## config.mk

```make
export PLATFORM = sky130hd
export DESIGN_NAME = sram_bist_master
export DESIGN_NICKNAME = d
export VERILOG_FILES = /design/src/rtl/sram_bist_master.sv
export SDC_FILE = /design/constraint.sdc
export NUM_CORES = 1
export LEC_CHECK = 0
export BUFFER_PORTS_ARGS = -buffer_cell sky130_fd_sc_hd__clkbuf_2
export CAP_MARGIN = 30
export CORE_AREA = 4 4 137 139
export CTS_CLUSTER_SIZE = 25
export DETAILED_ROUTE_END_ITERATION = 12
export DIE_AREA = 0 0 141 143
export GPL_TIMING_DRIVEN = 0
export SETUP_SLACK_MARGIN = 0.1
export SYNTH_ARGS = -nofsm -noshare
export SYNTH_HDL_FRONTEND = slang
export SYNTH_SLANG_ARGS = --single-unit
export TNS_END_PERCENT = 50
```

## constraint.sdc

```tcl
create_clock -name clock_btn -period 6.4 [get_ports clock_btn]
set_input_delay 0.96 -clock clock_btn [delete_from_list [all_inputs] [get_ports clock_btn]]
set_output_delay 0.96 -clock clock_btn [all_outputs]
set_load 0.02 [all_outputs]
```

## src/rtl/sram_bist_master.sv

```systemverilog
// -----------------------------------------------------------------------------
// sram_bist_master
//   Bus-side built-in self test for sram_controller. On a start edge it writes
//   an address-derived pattern over a window of BaseRAM, reads the window back,
//   compares each word and reports the number of mismatches and the address of
//   the first one.
//
//   Pattern : P(a) = {~a[11:0], a[19:0]} ^ SEED
//   Window  : a = (ADDR_BASE + off) mod 2^20, off = 0 .. DEPTH-1
//
// Ports
//   clock_btn       in   1   clock
//   reset_btn       in   1   asynchronous reset, active-high
//   start           in   1   level; a rising edge starts one test pass
//   inject_err      in   1   invert bit0 of the word written at ADDR_BASE
//   read_op         out  1   read request
//   write_op        out  1   write request
//   bus_addr        out  20  word address
//   bus_data_write  out  32  write data
//   byte_mask       out  4   byte enables, always 4'b1111
//   bus_data_read   in   32  read data, valid in the accepting cycle
//   bus_stall       in   1   request not accepted this cycle; outputs hold
//   busy            out  1   pass in progress (WRITE/READ)
//   done            out  1   pass finished; held until next start or reset
//   pass            out  1   pass finished with no mismatches
//   err_count       out  16  mismatch count, saturating
//   fail_addr       out  20  address of the first mismatch, 0 if none
// -----------------------------------------------------------------------------
module sram_bist_master #(
  parameter logic [19:0] ADDR_BASE = 20'h00000,
  parameter logic [20:0] DEPTH     = 21'd1024,
  parameter logic [31:0] SEED      = 32'h5A5A0000
) (
  input  logic        clock_btn,
  input  logic        reset_btn,
  input  logic        start,
  input  logic        inject_err,
  output logic        read_op,
  output logic        write_op,
  output logic [19:0] bus_addr,
  output logic [31:0] bus_data_write,
  output logic [3:0]  byte_mask,
  input  logic [31:0] bus_data_read,
  input  logic        bus_stall,
  output logic        busy,
  output logic        done,
  output logic        pass,
  output logic [15:0] err_count,
  output logic [19:0] fail_addr
);

  typedef enum logic [1:0] {S_IDLE, S_WRITE, S_READ, S_DONE} state_t;

  state_t      r_state,    w_state_next;
  logic        r_start_s;                  // start sampled into the clock domain
  logic        r_start_q;                  // previous sample, for edge detection
  logic [20:0] r_off,      w_off_next;     // 21 bits so DEPTH = 2^20 terminates
  logic [19:0] r_addr,     w_addr_next;
  logic [31:0] r_wdata,    w_wdata_next;
  logic        r_read_op,  w_read_op_next;
  logic        r_write_op, w_write_op_next;
  logic        r_busy,     w_busy_next;
  logic        r_done,     w_done_next;
  logic        r_pass,     w_pass_next;
  logic [15:0] r_err,      w_err_next;
  logic [19:0] r_fail,     w_fail_next;

  logic        w_start_edge;
  logic        w_last;
  logic        w_mismatch;
  logic [19:0] w_addr_inc;

  function automatic logic [31:0] f_pattern(input logic [19:0] a);
    return {~a[11:0], a} ^ SEED;
  endfunction

  assign w_start_edge = r_start_s & ~r_start_q;
  assign w_last       = (r_off == DEPTH - 21'd1);
  assign w_addr_inc   = r_addr + 20'd1;       // 20-bit add wraps FFFFF -> 00000
  assign w_mismatch   = (bus_data_read != f_pattern(r_addr));

  // NOTE: every next-value signal takes its hold value first, so no path
  // through the case statement leaves one unassigned and no latch is inferred.
  always_comb begin
    w_state_next    = r_state;
    w_off_next      = r_off;
    w_addr_next     = r_addr;
    w_wdata_next    = r_wdata;
    w_read_op_next  = r_read_op;
    w_write_op_next = r_write_op;
    w_busy_next     = r_busy;
    w_done_next     = r_done;
    w_pass_next     = r_pass;
    w_err_next      = r_err;
    w_fail_next     = r_fail;

    unique case (r_state)
      S_IDLE, S_DONE: begin
        if (w_start_edge) begin
          w_state_next    = S_WRITE;
          w_off_next      = 21'd0;
          w_addr_next     = ADDR_BASE;
          // The only write to ADDR_BASE is the first one, so inject here.
          w_wdata_next    = f_pattern(ADDR_BASE) ^ {31'd0, inject_err};
          w_write_op_next = 1'b1;
          w_read_op_next  = 1'b0;
          w_busy_next     = 1'b1;
          w_done_next     = 1'b0;
          w_pass_next     = 1'b0;
          w_err_next      = 16'd0;
          w_fail_next     = 20'd0;
        end
      end

      S_WRITE: begin
        if (!bus_stall) begin
          if (w_last) begin
            w_state_next    = S_READ;
            w_off_next      = 21'd0;
            w_addr_next     = ADDR_BASE;
            w_write_op_next = 1'b0;
            w_read_op_next  = 1'b1;
          end else begin
            w_off_next   = r_off + 21'd1;
            w_addr_next  = w_addr_inc;
            w_wdata_next = f_pattern(w_addr_inc);
          end
        end
      end

      S_READ: begin
        if (!bus_stall) begin
          if (w_mismatch) begin
            if (r_err != 16'hFFFF) w_err_next = r_err + 16'd1;
            if (r_err == 16'd0)    w_fail_next = r_addr;
          end
          if (w_last) begin
            w_state_next   = S_DONE;
            w_read_op_next = 1'b0;
            w_busy_next    = 1'b0;
            w_done_next    = 1'b1;
            // Include the word being compared right now in the verdict.
            w_pass_next    = (r_err == 16'd0) && !w_mismatch;
          end else begin
            w_off_next  = r_off + 21'd1;
            w_addr_next = w_addr_inc;
          end
        end
      end

      default: w_state_next = S_IDLE;
    endcase
  end

  // NOTE: state registers use non-blocking assignments so every flop samples
  // the pre-edge values regardless of statement order.
  always_ff @(posedge clock_btn or posedge reset_btn) begin
    if (reset_btn) begin
      r_state    <= S_IDLE;
      r_start_s  <= 1'b0;
      r_start_q  <= 1'b0;
      r_off      <= 21'd0;
      r_addr     <= ADDR_BASE;
      r_wdata    <= 32'd0;
      r_read_op  <= 1'b0;
      r_write_op <= 1'b0;
      r_busy     <= 1'b0;
      r_done     <= 1'b0;
      r_pass     <= 1'b0;
      r_err      <= 16'd0;
      r_fail     <= 20'd0;
    end else begin
      r_state    <= w_state_next;
      r_start_s  <= start;
      r_start_q  <= r_start_s;
      r_off      <= w_off_next;
      r_addr     <= w_addr_next;
      r_wdata    <= w_wdata_next;
      r_read_op  <= w_read_op_next;
      r_write_op <= w_write_op_next;
      r_busy     <= w_busy_next;
      r_done     <= w_done_next;
      r_pass     <= w_pass_next;
      r_err      <= w_err_next;
      r_fail     <= w_fail_next;
    end
  end

  assign read_op        = r_read_op;
  assign write_op       = r_write_op;
  assign bus_addr       = r_addr;
  assign bus_data_write = r_wdata;
  assign byte_mask      = 4'b1111;
  assign busy           = r_busy;
  assign done           = r_done;
  assign pass           = r_pass;
  assign err_count      = r_err;
  assign fail_addr      = r_fail;

endmodule

```

Word level (Yosys, flattened, before mapping)

Index checks and enable logic that the tools add are counted.

$add $sub $neg: 3
Equality and inequality tests: 16
Mux-type cells: 44
Bitwise gates (word level): 6
Reduce and logical (&&, ||, !) cells: 14

Operators by type and width:

| cell                                                                    | count |
|---|---|
| 20-bit two-way mux                                                      | 8 |
| 21-bit two-way mux                                                      | 5 |
| 32-bit two-way mux                                                      | 3 |
| 16-bit two-way mux                                                      | 4 |
| 32-bit case mux with 2 select lines                                     | 1 |
| 21-bit case mux with 3 select lines                                     | 1 |
| 20-bit case mux with 3 select lines                                     | 1 |
| 20-bit case mux with 2 select lines                                     | 1 |
| 32-bit != test                                                          | 1 |
| 16-bit case mux with 2 select lines                                     | 1 |
| 12-bit NOT                                                              | 2 |
| 21-bit by 1-bit adder with 21-bit output, second input constant         | 1 |
| 21-bit by 10-bit equality test with 1-bit output, second input constant | 1 |
| 20-bit by 1-bit adder with 20-bit output, second input constant         | 1 |
| 2-bit != test, second input constant                                    | 10 |
| 16-bit by 1-bit adder with 16-bit output, second input constant         | 1 |
| 16-bit logical NOT                                                      | 1 |
| 16-bit != test, second input constant                                   | 1 |
| 8-bit NOT                                                               | 2 |
| 4-bit AND reduction                                                     | 4 |
| 5-bit AND reduction                                                     | 3 |
| 2-bit two-way mux                                                       | 5 |
| 1-bit two-way mux                                                       | 8 |
| 1-bit case mux with 2 select lines                                      | 4 |
| 11 further kinds                                                        | 13 |

Flip-flop bits (word level): 118
Input port bits: 37
Output and inout bits: 97
Logic and storage cells: 96

Longest topological paths before layout

Depth in word-level cells: 8
Gate-level depth with buffers: 10
Mapped depth without buffers: 8

Worst setup path after synthesis

OpenSTA, ideal clock, no wires.

Path kind: input to register
Start point: input port bus_data_read[23]
End point: register r_err[8] (netlist: err_count[8])
Library setup time: 0.133 ns
Data arrival time: 2.456 ns
Required time: 6.267 ns
Setup slack: 3.811 ns
Stages on the path: 8
Buffers on the path: 2
Cells stage by stage: nand2b_1 a2111oi_2 o2111ai_1 nor4_2 or2_1 buf_4 buf_6 o211ai_2

Cells in the longest elaborated chain, start to end: 3

Ends and longest elaborated chain:

| item                          | RTL line | source |
|---|---|---|
| from (decl)                   | 43       | `input logic [31:0] bus_data_read,` |
| 32-bit != test                | 80       | `assign w_mismatch = (bus_data_read != f_pattern(r_addr));` |
| 2-bit != test (no line)       | n/a      |  |
| 5-bit AND reduction (no line) | n/a      |  |
| to (signal assigned)          | 184      | `r_err <= w_err_next;` |
| to (decl)                     | 65       | `logic [15:0] r_err, w_err_next;` |

No other way between the ends.
A chain may end at the register's enable or synchronous reset.

Final worst setup path

Start point: register r_off[0]
End point: register r_addr[10] (netlist: bus_addr[10])

Cells in the longest elaborated chain, start to end: 4
Elaborated cells on any way between the ends: 6
Classes of those cells: eq/ne: 2; mux: 3; reduce/logical: 1

Ends and longest elaborated chain:

| item                                               | RTL line | source |
|---|---|---|
| from (decl)                                        | 57       | `logic [20:0] r_off, w_off_next;` |
| from (signal assigned)                             | 176      | `r_off <= w_off_next;` |
| 21-bit by 10-bit equality test with 1-bit output * | 78       | `assign w_last = (r_off == DEPTH - 21'd1);` |
| 20-bit two-way mux                                 | 117      | `if (w_last) begin` |
| 20-bit two-way mux                                 | 116      | `if (!bus_stall) begin` |
| 20-bit case mux with 3 select lines                | 97       | `unique case (r_state)` |
| to (signal assigned)                               | 177      | `r_addr <= w_addr_next;` |
| to (decl)                                          | 58       | `logic [19:0] r_addr, w_addr_next;` |

Every way passes the cells marked *; elsewhere a longest branch is shown, timed or not. The select of a mux whose other input is x is not followed.

==> metrics <==
Levels on crit path 8; CP Max Fanout 10; period utilisation layout ~44%; unrepaired setup endpoints after global routing no; first-pass GRT wire length 29700 µm; Synth top cells by count dfrtp_1, nand2_1, o21ai_0; clk buf depth 2; syn_area_per_cell roughly 9 µm²; worst-path cell chain ha_1 -> nor4b_1 -> nand3_1 -> nand2b_1 -> o21ai_1 -> clkbuf_1 -> o21ai_0 -> o31ai_1; Hold Path Class register to register; Die Wd 141 µm; Crit-path slowest cell o21ai_1; Mapped Cells 670; CP Launch Point r_off[0]; worst hold margin ~0.38 ns; clock slew seen by the registers of the worst setup and hold paths roughly 0.06 ns; Synth Register Bits around 110; pre-CTS setup slack between 3 and 4 ns; row count just under 50; initial drt markers 366; Setup crit end kind register; DRC 0; vias in the first global route ~5400; initial core utilization about 35%; Slew HR between 30% and 40%; power density over the cells between 300 and 400 mW/mm²; Peak Freq about 0.35 GHz; CP endpoint bus_addr[10]; Cell Area, Synth 0.00610 mm²; cts repair resizes 0; Fin Setup TNS 0 ns; total track usage between 10% and 20%; post-CTS setup buffer count 0; area of the core between 0.015 and 0.02 mm²; yosys warns 0; WP data required about 6.7 ns; initial antenna violation count 0; Setup Skew 0.00707 ns; Worst Setup Start Kind register; Layout Utilization between 40% and 50%; H-tree levels 4; Async SR Flop Fraction between 90% and 100%; Final Net Count 866; minimum clock period 2.82 ns; crit-path leading delay family simple AND/OR/NAND/NOR gates; top_reg_cell synth dfrtp_1; top-area cell type share of the netlist area 46.4%; CP arrival approximately 3.1 ns; Skew-Pair Late Insertion Delay ~0.42 ns; Leak around 0.0035 µW; status complete, no violations; vias per cell a little over 5; largest net degree at the start of global routing 82; WL per Instance 17.4 µm; GPL Wtd Cong 0.846; root buffer cell clkbuf_16; DR vias 5530; RR Endpoint bus_addr[10]; fillcell total 1741; share of cells above drive strength 1 between 20% and 30%; number of synthesized flops with an enable pin 0; post-synthesis sequential area ratio a little under half; RR Startpoint r_off[0]; Overflow after GRT 0; most frequent cell after synthesis dfrtp_1; Chip Height 143 µm; crit path buf inv count 1; Total Wirelength around 19000 µm; number of port buffers roughly 130; Worst R2R Path Depth 8; Hold-fix buffers, CTS 0; Routed Antenna Nets 0; actual slew at the worst max-slew pin ~1 ns; Setup Crit Path Kind register to register; Die ar. 0.0202 mm²; peak supply drop between 200 and 250 µV; number of I/O pins 134; CTS Sinks 113; Area Growth Syn to Fin 26.7%; most area-consuming cells after synthesis dfrtp_1, o21ai_0, xnor2_1; Worst path max stage delay between 0.4 and 0.5 ns; count of pins over their slew limit 0; cell accounting for the most synthesized area dfrtp_1; final hold vios 0; Worst R2R Setup Slack 3.58 ns; first drt pass iteration count 5; Final setup viols 0; Worst Setup Slack, final between 3 and 4 ns; CTS tree yes; TritonCTS buffer count 17; HPWL after DPL 13300 µm; count of cell types in the netlist between 50 and 60; maxcap violations 0; antenna cells 0
-- layer usage --
metal  track usage (%)  share of wire (%)  up-vias
li1                  -                  -     2662
met1              26.8                 46     2699
met5                 0                  0        -
met3              4.02                5.8       17
met2              29.0                 47      152
met4              5.41                1.0        0
-- flip-flops by register name (all words and copies together), names as in the netlist --
signal / flops
bus_addr: 20
bus_data_write: 27
r_start_s: 1
fail_addr: 20
write_op: 1
r_start_q: 1
r_off: 21
read_op: 1
err_count: 16
pass: 1
r_state: 2
done: 1
busy: 1
-- through the flow --
step | std cells | cell area (µm²) | total power (µW)
2_1_floorplan | 673 | 6110 | 1490
3_3_place_gp | 1031 | 7040 | 1820
3_5_place_dp | 1032 | 7070 | 1830
4_1_cts | 1064 | 7720 | 2890
5_1_grt | 1064 | 7720 | 3030
6_report | 1064 | 7720 | 2870
-- worst min path at each step --
| stage | from | end | cells past startpoint |
|---|---|---|---|
| 4_1_cts | r_start_s | r_start_q | 0 |
| 5_1_grt | r_start_s | r_start_q | 0 |
| 2_1_floorplan | r_start_s | r_start_q | 0 |
| 3_5_place_dp | r_start_s | r_start_q | 0 |
| 6_report | r_start_s | r_start_q | 0 |
| 3_3_place_gp | r_start_s | r_start_q | 0 |
-- report_power, final --
group | total, µW | leakage [µW] | switching [µW] | internal, µW
clock network | 1050 | 0.000308 | 351 | 699
registers | 903 | 0.00151 | 111 | 792
logic | 920 | 0.00171 | 658 | 262
-- cell families (layout without fill, tap and decap cells) --
family / Yosys count / count (layout) / share of synthesized area, %
XOR/XNOR: 51 / 51 / 7.33
multiplexers: 2 / 2 / 0.349
other: 1 / 4 / 0.0615
AO/OA/AOI/OAI: 172 / 172 / 18.2
adder cells (fa/ha/maj): 7 / 7 / 1.44
AND/OR/NAND/NOR: 252 / 252 / 20.5
flip-flops: 113 / 113 / 46.4
buffers and inverters: 72 / 234 / 5.75
-- area by class of cell --
class / count / area, µm² / area share [%]
Clock buffer: 18 / 439 / 5.69
Multi-Input combinational cell: 488 / 2930 / 37.9
Buffer: 50 / 268 / 3.47
Clock inverter: 14 / 213 / 2.75
Sequential cell: 113 / 2830 / 36.6
Timing Repair Buffer: 130 / 673 / 8.71
Tap cell: 229 / 287 / 3.71
Inverter: 22 / 87.6 / 1.13
-- layout by cell type (no fill, tap or decap), types with 13 or more instances in the layout --
master       n
xor2_1      16
xnor2_1     35
dfrtp_1    113
nor2_1      51
nand2_1     81
a21oi_1     16
nor3_1      16
o21ai_0     80
nand3_1     29
clkbuf_2   130
o31ai_1     25
inv_1       21
buf_4       13
clkbuf_1    22
clkbuf_16   17
Note: power is estimated with default switching activity, not from simulation.
